[config.mk]
export PLATFORM = sky130hd
export DESIGN_NAME = bus_master_port
export DESIGN_NICKNAME = d
export VERILOG_FILES = /design/src/rtl/bus_pkg.sv /design/src/rtl/bus_addr_decode.sv /design/src/rtl/bus_master_port.sv
export SDC_FILE = /design/constraint.sdc
export NUM_CORES = 1
export LEC_CHECK = 0
export BUFFER_PORTS_ARGS = -buffer_cell sky130_fd_sc_hd__clkbuf_2
export CAP_MARGIN = 20
export CORE_ASPECT_RATIO = 1.75
export CORE_MARGIN = 2
export CORE_UTILIZATION = 46
export CTS_BUF_LIST = sky130_fd_sc_hd__clkbuf_4 sky130_fd_sc_hd__clkbuf_8
export CTS_CLUSTER_DIAMETER = 50
export DETAILED_ROUTE_END_ITERATION = 10
export GPL_TIMING_DRIVEN = 0
export MAX_ROUTING_LAYER = met4
export PLACE_DENSITY = 0.82
export REMOVE_ABC_BUFFERS = 1
export SYNTH_ARGS = -nofsm -noshare
export SYNTH_HDL_FRONTEND = slang
export SYNTH_SLANG_ARGS = --single-unit
[constraint.sdc]
create_clock -name clk -period 1.55 [get_ports clk]
set_clock_uncertainty 0.05 [all_clocks]
set_input_delay 0 -clock clk [delete_from_list [all_inputs] [get_ports clk]]
set_output_delay 0 -clock clk [all_outputs]
set_load 0.05 [all_outputs]
[src/rtl/bus_pkg.sv]
// Shared bus definitions: FSM states, address field layout, default slave count
// and the latched command struct used by the master port.
package bus_pkg;

  localparam int BUS_NUM_SLAVES = 3;
  localparam int BUS_ADDR_W     = 16;
  localparam int BUS_DATA_W     = 8;

  localparam int SLV_IDX_LSB = 11;
  localparam int SLV_IDX_W   = 2;
  localparam int SLV_OFS_W   = 11;

  typedef enum logic [2:0] {
    S_IDLE,
    S_ADDR,
    S_WAIT,
    S_RESP,
    S_ERR
  } bus_state_e;

  typedef struct packed {
    logic                  mode;
    logic [BUS_ADDR_W-1:0] addr;
    logic [BUS_DATA_W-1:0] wdata;
  } bus_cmd_t;

endpackage

[src/rtl/bus_addr_decode.sv]
// Combinational address decode: one-hot slave select plus decode-error flag.
// Shared between the master port and the interconnect.
module bus_addr_decode
  import bus_pkg::*;
#(
  parameter int NUM_SLAVES = BUS_NUM_SLAVES
) (
  input  logic [BUS_ADDR_W-1:0] addr,
  output logic [NUM_SLAVES-1:0] sel,
  output logic                  err
);

  localparam int HI_LSB = SLV_IDX_LSB + SLV_IDX_W;

  logic                 hi_bad;
  logic [SLV_IDX_W-1:0] idx;
  logic                 unused_ofs;

  assign hi_bad     = |addr[BUS_ADDR_W-1:HI_LSB];
  assign idx        = addr[SLV_IDX_LSB +: SLV_IDX_W];
  assign unused_ofs = ^addr[SLV_OFS_W-1:0];

  // Indices with no populated slave never match, so they fall into err.
  for (genvar i = 0; i < NUM_SLAVES; i++) begin : g_sel
    assign sel[i] = !hi_bad && (idx == SLV_IDX_W'(i));
  end

  assign err = ~|sel;

endmodule

[src/rtl/bus_master_port.sv]
// Master-side bus port: one request at a time, decode, valid pulse, wait for
// ready, one-cycle response. Optional WAIT timeout under `BUS_TIMEOUT_EN.
module bus_master_port
  import bus_pkg::*;
#(
  parameter int NUM_SLAVES = BUS_NUM_SLAVES,
  parameter int TIMEOUT    = 15
) (
  input  logic                    clk,
  input  logic                    rst_n,
  input  logic                    req_valid,
  output logic                    req_ready,
  input  logic                    req_mode,
  input  logic [BUS_ADDR_W-1:0]   req_addr,
  input  logic [BUS_DATA_W-1:0]   req_wdata,
  output logic                    rsp_valid,
  output logic [BUS_DATA_W-1:0]   rsp_rdata,
  output logic                    rsp_err,
  output logic [NUM_SLAVES-1:0]   sl,
  output logic                    valid,
  output logic                    mode,
  output logic [BUS_ADDR_W-1:0]   addr,
  output logic [BUS_DATA_W-1:0]   wdata,
  input  logic [NUM_SLAVES-1:0]   ready,
  input  logic [NUM_SLAVES*8-1:0] rdata
);

  bus_state_e              state_q, state_d;
  bus_cmd_t                cmd_q;
  logic [NUM_SLAVES-1:0]   dec_sel;
  logic                    dec_err;
  logic                    accept;
  logic                    hit;
  logic                    tmo_hit;
  logic [BUS_DATA_W-1:0]   rd_sel;

  bus_addr_decode #(.NUM_SLAVES(NUM_SLAVES)) u_dec (
    .addr (req_addr),
    .sel  (dec_sel),
    .err  (dec_err)
  );

  assign accept = (state_q == S_IDLE) && req_valid && req_ready;
  assign hit    = |(ready & sl);

  always_comb begin
    rd_sel = '0;
    for (int i = 0; i < NUM_SLAVES; i++)
      if (sl[i]) rd_sel = rd_sel | rdata[8*i +: 8];
  end

`ifdef BUS_TIMEOUT_EN
  localparam int TMO_W = $clog2(TIMEOUT + 1);
  logic [TMO_W-1:0] tmo_cnt;

  always_ff @(posedge clk or negedge rst_n) begin
    if (!rst_n)                  tmo_cnt <= '0;
    else if (state_q == S_ADDR)  tmo_cnt <= '0;
    else if (state_q == S_WAIT)  tmo_cnt <= tmo_cnt + 1'b1;
  end

  assign tmo_hit = (state_q == S_WAIT) && (tmo_cnt == TMO_W'(TIMEOUT - 1));
`else
  logic unused_tmo;
  assign unused_tmo = (TIMEOUT == 0);
  assign tmo_hit    = 1'b0;
`endif

  always_ff @(posedge clk or negedge rst_n) begin
    if (!rst_n) state_q <= S_IDLE;
    else        state_q <= state_d;
  end

  // ready in the expiry cycle is checked first, so it wins over the timeout.
  always_comb begin
    state_d = state_q;
    case (state_q)
      S_IDLE: if (accept) state_d = dec_err ? S_ERR : S_ADDR;
      S_ADDR: state_d = S_WAIT;
      S_WAIT: begin
        if (hit)          state_d = S_RESP;
        else if (tmo_hit) state_d = S_ERR;
      end
      S_RESP:  state_d = S_IDLE;
      S_ERR:   state_d = S_IDLE;
      default: state_d = S_IDLE;
    endcase
  end

  // All bus and response outputs are registered off the next state.
  always_ff @(posedge clk or negedge rst_n) begin
    if (!rst_n) begin
      req_ready <= 1'b0;
      valid     <= 1'b0;
      sl        <= '0;
      rsp_valid <= 1'b0;
      rsp_err   <= 1'b0;
      rsp_rdata <= '0;
      cmd_q     <= '0;
    end else begin
      req_ready <= (state_d == S_IDLE);
      valid     <= (state_d == S_ADDR);
      rsp_valid <= (state_d == S_RESP) || (state_d == S_ERR);
      rsp_err   <= (state_d == S_ERR);
      rsp_rdata <= (state_q == S_WAIT && hit && !cmd_q.mode) ? rd_sel : '0;
      if (accept) begin
        cmd_q <= '{mode: req_mode, addr: req_addr, wdata: req_wdata};
        sl    <= dec_sel;
      end else if (state_d != S_WAIT) begin
        sl    <= '0;
      end
    end
  end

  assign mode  = cmd_q.mode;
  assign addr  = cmd_q.addr;
  assign wdata = cmd_q.wdata;

endmodule

Yosys cells after proc, flatten, opt, wreduce, memory -nomap -nowiden
Index checks and enable logic that the tools add are counted.
Widths: inputs -> output; s select.
- equal/unequal tests: 8
- mux-type cells: 10
- reductions and logical operators: 17
- divide/modulo/power cells: 0
- multiply operators: 0
- $add $sub $neg: 0
- bitwise logic cells: 3
- magnitude comparators: 0
- shift operators: 0
- operators with widths (kind ; count):
    $mux 8 ; 4
    $or 8x8->8 ; 2
    $mux 3 ; 5
    $pmux 3 s3 ; 1
    $reduce_or 3->1 ; 3
    $logic_and 1x1->1 ; 7
    $eq 3x1->1 const B ; 2
    $eq 3x2->1 const B ; 2
    $logic_not 3->1 ; 2
    $and 3x3->3 ; 1
    $eq 3x3->1 const B ; 1
    $ne 3x2->1 const B ; 1
    $eq 2x1->1 const B ; 1
    $eq 2x2->1 const B ; 1
    $logic_not 1->1 ; 2
    $logic_not 2->1 ; 1
    $reduce_bool 2->1 ; 1
    $logic_or 1x1->1 ; 1
- memories kept: 0
- latch bits: 0
- bits in read-only memories: 0
- bits in writable memories: 0
- output and inout port bits: 40
- bits of input ports: 55
- bits in registers: 43
- logic and storage cells: 48

Depth between registers and ports, before layout
- depth in word-level cells: 10
- depth in mapped cells: 5

By module
From an unflattened synthesis, not the netlist that was laid out.
- cells, all modules: 115
- area, all modules: 1711.6 µm²
- modules (own cells, without submodules) (module ; instances ; seq. area each (µm²) ; area an instance (µm²) ; cells an instance):
    bus_master_port ; 1 ; 1076.0 ; 1661.6 ; 110
    bus_addr_decode ; 1 ; 0.0 ; 50.0 ; 5

Worst setup path after synthesis
Ideal clock, no wire load.
- kind: register to register
- start point: register sl[0]
- end point: register rsp_rdata[0]
- path slack: -151 ps
- stages on the path, launching flop included: 6
- arrival time: 1523 ps
- clock period less this slack: 1701 ps
- buffers on the path: 2
- path through: dfrtp_1 buf_2 a222oi_1 nand4bb_1 buf_4 nor2_1
- cells in the longest elaborated chain, start to end: 6
- RTL lines (item ; RTL line ; source):
    start: declaration ; bus_master_port.sv:19 ; output logic [NUM_SLAVES-1:0] sl,
    start signal: assignment ; bus_master_port.sv:108 ; sl <= dec_sel;
    $mux 8 ; bus_master_port.sv:49 ; if (sl[i]) rd_sel = rd_sel | rdata[8*i +: 8];
    $or 8x8->8 ; bus_master_port.sv:49 ;
    $mux 8 ; bus_master_port.sv:49 ;
    $or 8x8->8 ; bus_master_port.sv:49 ;
    $mux 8 ; bus_master_port.sv:49 ;
    $mux 8 (*) ; bus_master_port.sv:105 ; rsp_rdata <= (state_q == S_WAIT && hit && !cmd_q.mode) ? rd_sel : '0;
    end signal: assignment ; bus_master_port.sv:105 ;
    end: declaration ; bus_master_port.sv:17 ; output logic [BUS_DATA_W-1:0] rsp_rdata,
Every way passes the cells marked *; elsewhere a longest branch is shown, timed or not.
A chain may end at the register's enable or synchronous reset.

Worst setup path in the final report
- start point: register state_q[0]
- end point: register cmd_q, in the netlist addr[9]
- cells in the longest elaborated chain, start to end: 3
- RTL lines (item ; RTL line ; source):
    start: declaration ; bus_master_port.sv:28 ; bus_state_e state_q, state_d;
    start signal: assignment ; bus_master_port.sv:71 ; else state_q <= state_d;
    $logic_not 3->1 ; bus_master_port.sv:43 ; assign accept = (state_q == S_IDLE) && req_valid && req_ready;
    $logic_and 1x1->1 (2 in a row) ; bus_master_port.sv:43 ;
    end signal: assignment ; bus_master_port.sv:107 ; cmd_q <= '{mode: req_mode, addr: req_addr, wdata: req_wdata};
    end: declaration ; bus_master_port.sv:29 ; bus_cmd_t cmd_q;
No other way between the ends.

==> impl_metrics.tcl <==
set metrics [dict create \
    status "finished clean" \
    fin_nets 326 \
    slew_headroom_pct 71.6 \
    wl_per_cell_um 20.6 \
    p_per_area_nw_per_um2 1830 \
    synth_cell_types 25 \
    endpoint_kind "flop" \
    start_util_pct 48.3 \
    start_kind "flop" \
    grtUsageMet2_pct 53.8 \
    area_growth_pct 69.2 \
    synth_edf_count 0 \
    vias 1774 \
    ys_ff_latch 43 \
    finalNonFillerCells 319 \
    clock_latency_ps 300 \
    dp_cells 248 \
    clock_path_buffers 2 \
    antenna_left 0 \
    hold_viol 0 \
    finalWorstSetupSlack_ps 19.6 \
    cts_buffers 5 \
    clock_tree.htree_level_count 2 \
    drt-total-wl_um 6570 \
    async_flop_share_pct 100 \
    postLayoutCoreUtil_pct 81.8 \
    ir_drop_uv 1450 \
    max_freq_ghz 0.653 \
    gp_congestion 0.799 \
    grt_pass1_wl_um 9380 \
    cts_sinks 43 \
    drive_gt1_share_pct 54.4 \
    ys_warn_count 0 \
    grt.total_usage_pct 30.8 \
    whs_ps 39.9 \
    worstPathRequired_ps 1680 \
    post-route-period-util_pct 98.7 \
    place_ws_ps -248 \
    rsz0062_at_grt "true" \
    setup_viol 0 \
    antenna_found_initial 1 \
    tightest_slew_ps 425 \
    die_area_um2 4380 \
    netlist_area_um2 1770 \
    synthCells 115 \
    ys_seq_area_share_pct 60.7 \
    grt_max_degree 44 \
    fp-row-count 29 \
    maxCapViolCount 0 \
    min_period_ps 1530 \
    grt_pass1_vias 1881 \
    via_per_inst 5.56 \
    port-buffer-count 94 \
    gr-usage-met3_pct 6.62 \
    synth_ff_type "dfrtp_1" \
    path_class "reg2reg" \
    core_um2 3660 \
    dieWidth_um 50.9 \
    route.detailed.drc 0 \
    cts_root_buf "clkbuf_8" \
    hold_class "in2async" \
    slew_violations 0 \
    die_h_um 86.1 \
    syn_area_per_cell_um2 15.4 \
    drtPass1Iterations 5 \
    p_leak_nw 1.54 \
    drt_iter0_markers 123 \
    globalRouteMet1Util_pct 30.2 \
    place_hpwl_um 2910 \
    worst-endpoint-arrival_ps 1660 \
    grt_overflow 0 \
    cp_max_fo 14 \
    cts_tree "yes" \
    clkTransAtPathRegs_ps 80 \
    r2r_cells 4 \
    busiest_layer "met2" \
    pin_count 95 \
]
## per-layer routing
metal  vias to the layer above  share of wire [%]
met5                         -                  0
met4                         0                6.4
met3                        42                5.6
met2                       117                 55
met1                       877                 33
li1                        738                  -
## where the power goes
group	switching, mW	internal, mW	total (mW)
Sequential	0.291	1.51	1.80
Clock	0.383	0.352	0.735
Combinational	1.93	1.02	2.94
## worst paths after layout
kind	endpoint	slack (ps)	startpoint
worst max-delay path	addr[9]$_DFFE_PN0N_	20	state_q[0]$_DFF_PN0_
worst min-delay path	addr[11]$_DFFE_PN0N_	40	rst_n
worst max register to register	addr[9]$_DFFE_PN0N_	20	state_q[0]$_DFF_PN0_
worst min register to register	wdata[2]$_DFFE_PN0N_	470	wdata[2]$_DFFE_PN0N_
max in group asynchronous	sl[2]$_DFFE_PN0P_	930	rst_n
min in group clk	wdata[2]$_DFFE_PN0N_	260	req_valid
## area by class of cell
class | count | area, um^2
multi-input combinational | 65 | 687
clock buffer | 7 | 83.8
timing repair buffer | 155 | 1080
clock inverter | 1 | 5.00
fill | 189 | 667
inverter | 1 | 3.75
antenna | 1 | 2.50
sequential | 43 | 1080
tap | 46 | 57.6
## synth_stat cells (2+ instances only)
library cell / count / area (um^2)
nor3b_1: 2 / 15.0
buf_6: 2 / 22.5
mux2_2: 8 / 90.1
nor2_1: 13 / 48.8
buf_2: 3 / 15.0
a32o_1: 2 / 20.0
a222oi_1: 9 / 90.1
mux2_4: 17 / 255
dfrtp_1: 43 / 1080
## placed cells by master, fill, tap and decap left out, drive strengths merged
cell type / netlist / final
clkinv: 0 / 1
o21ai: 1 / 1
a22o: 1 / 1
a21oi: 1 / 1
nand3b: 1 / 1
nand4b: 1 / 2
nor2: 14 / 14
or3: 1 / 1
dlygate4sd3: 0 / 50
a222oi: 9 / 9
mux2: 25 / 25
inv: 1 / 1
nor3b: 2 / 2
a32o: 2 / 2
a31o: 1 / 1
and2: 1 / 1
a21bo: 1 / 1
and4b: 1 / 1
diode: 0 / 1
clkbuf: 1 / 101
xnor2: 1 / 1
buf: 6 / 11
dfrtp: 43 / 43
nand4bb: 1 / 1
## repair_timing
item | 4_1_cts | 5_1_grt
resized for setup | 3 | 5
buffers inserted | 3 | 7
pin swaps | 3 | 3
cloned | 1 | 0
setup endpoints to repair | 35 | 23
endpoints found under the hold margin | 77 | 0
hold buffers | 50 | 0
## state kept, by name, summed over array words and instances, names as in the netlist
| register | count |
|---|---|
| req_ready | 1 |
| state_q | 3 |
| wdata | 8 |
| mode | 1 |
| rsp_err | 1 |
| rsp_valid | 1 |
| valid | 1 |
| addr | 16 |
| sl | 3 |
| rsp_rdata | 8 |
## kinds of logic (layout without fill, tap and decap cells)
family	count (synthesis)	count (layout)	share of synthesized area [%]
buffers and inverters	8	164	3.04
multiplexers	25	25	19.5
XOR/XNOR	1	1	0.494
other	0	1	0
flip-flops	43	43	60.7
AO/OA/AOI/OAI	16	16	8.33
AND/OR/NAND/NOR	22	23	7.91
## worst max-delay path: stages (launching register included)
cell      delay, ps
dfrtp_1         430
nor2_4          280
nand4b_4        150
buf_12          190
mux2_4          300
## metrics by stage
stage                     total power [mW]  TNS [ps]  instance area, um^2
after floorplan                       3.79     -6500                 1720
after global placement                4.36     -6370                 2250
after detailed placement              4.42     -6800                 2250
after CTS                             5.33         0                 2900
after global routing                  5.65      -327                 3000
final                                 5.48         0                 3000
(Power assumes the default switching activity.)
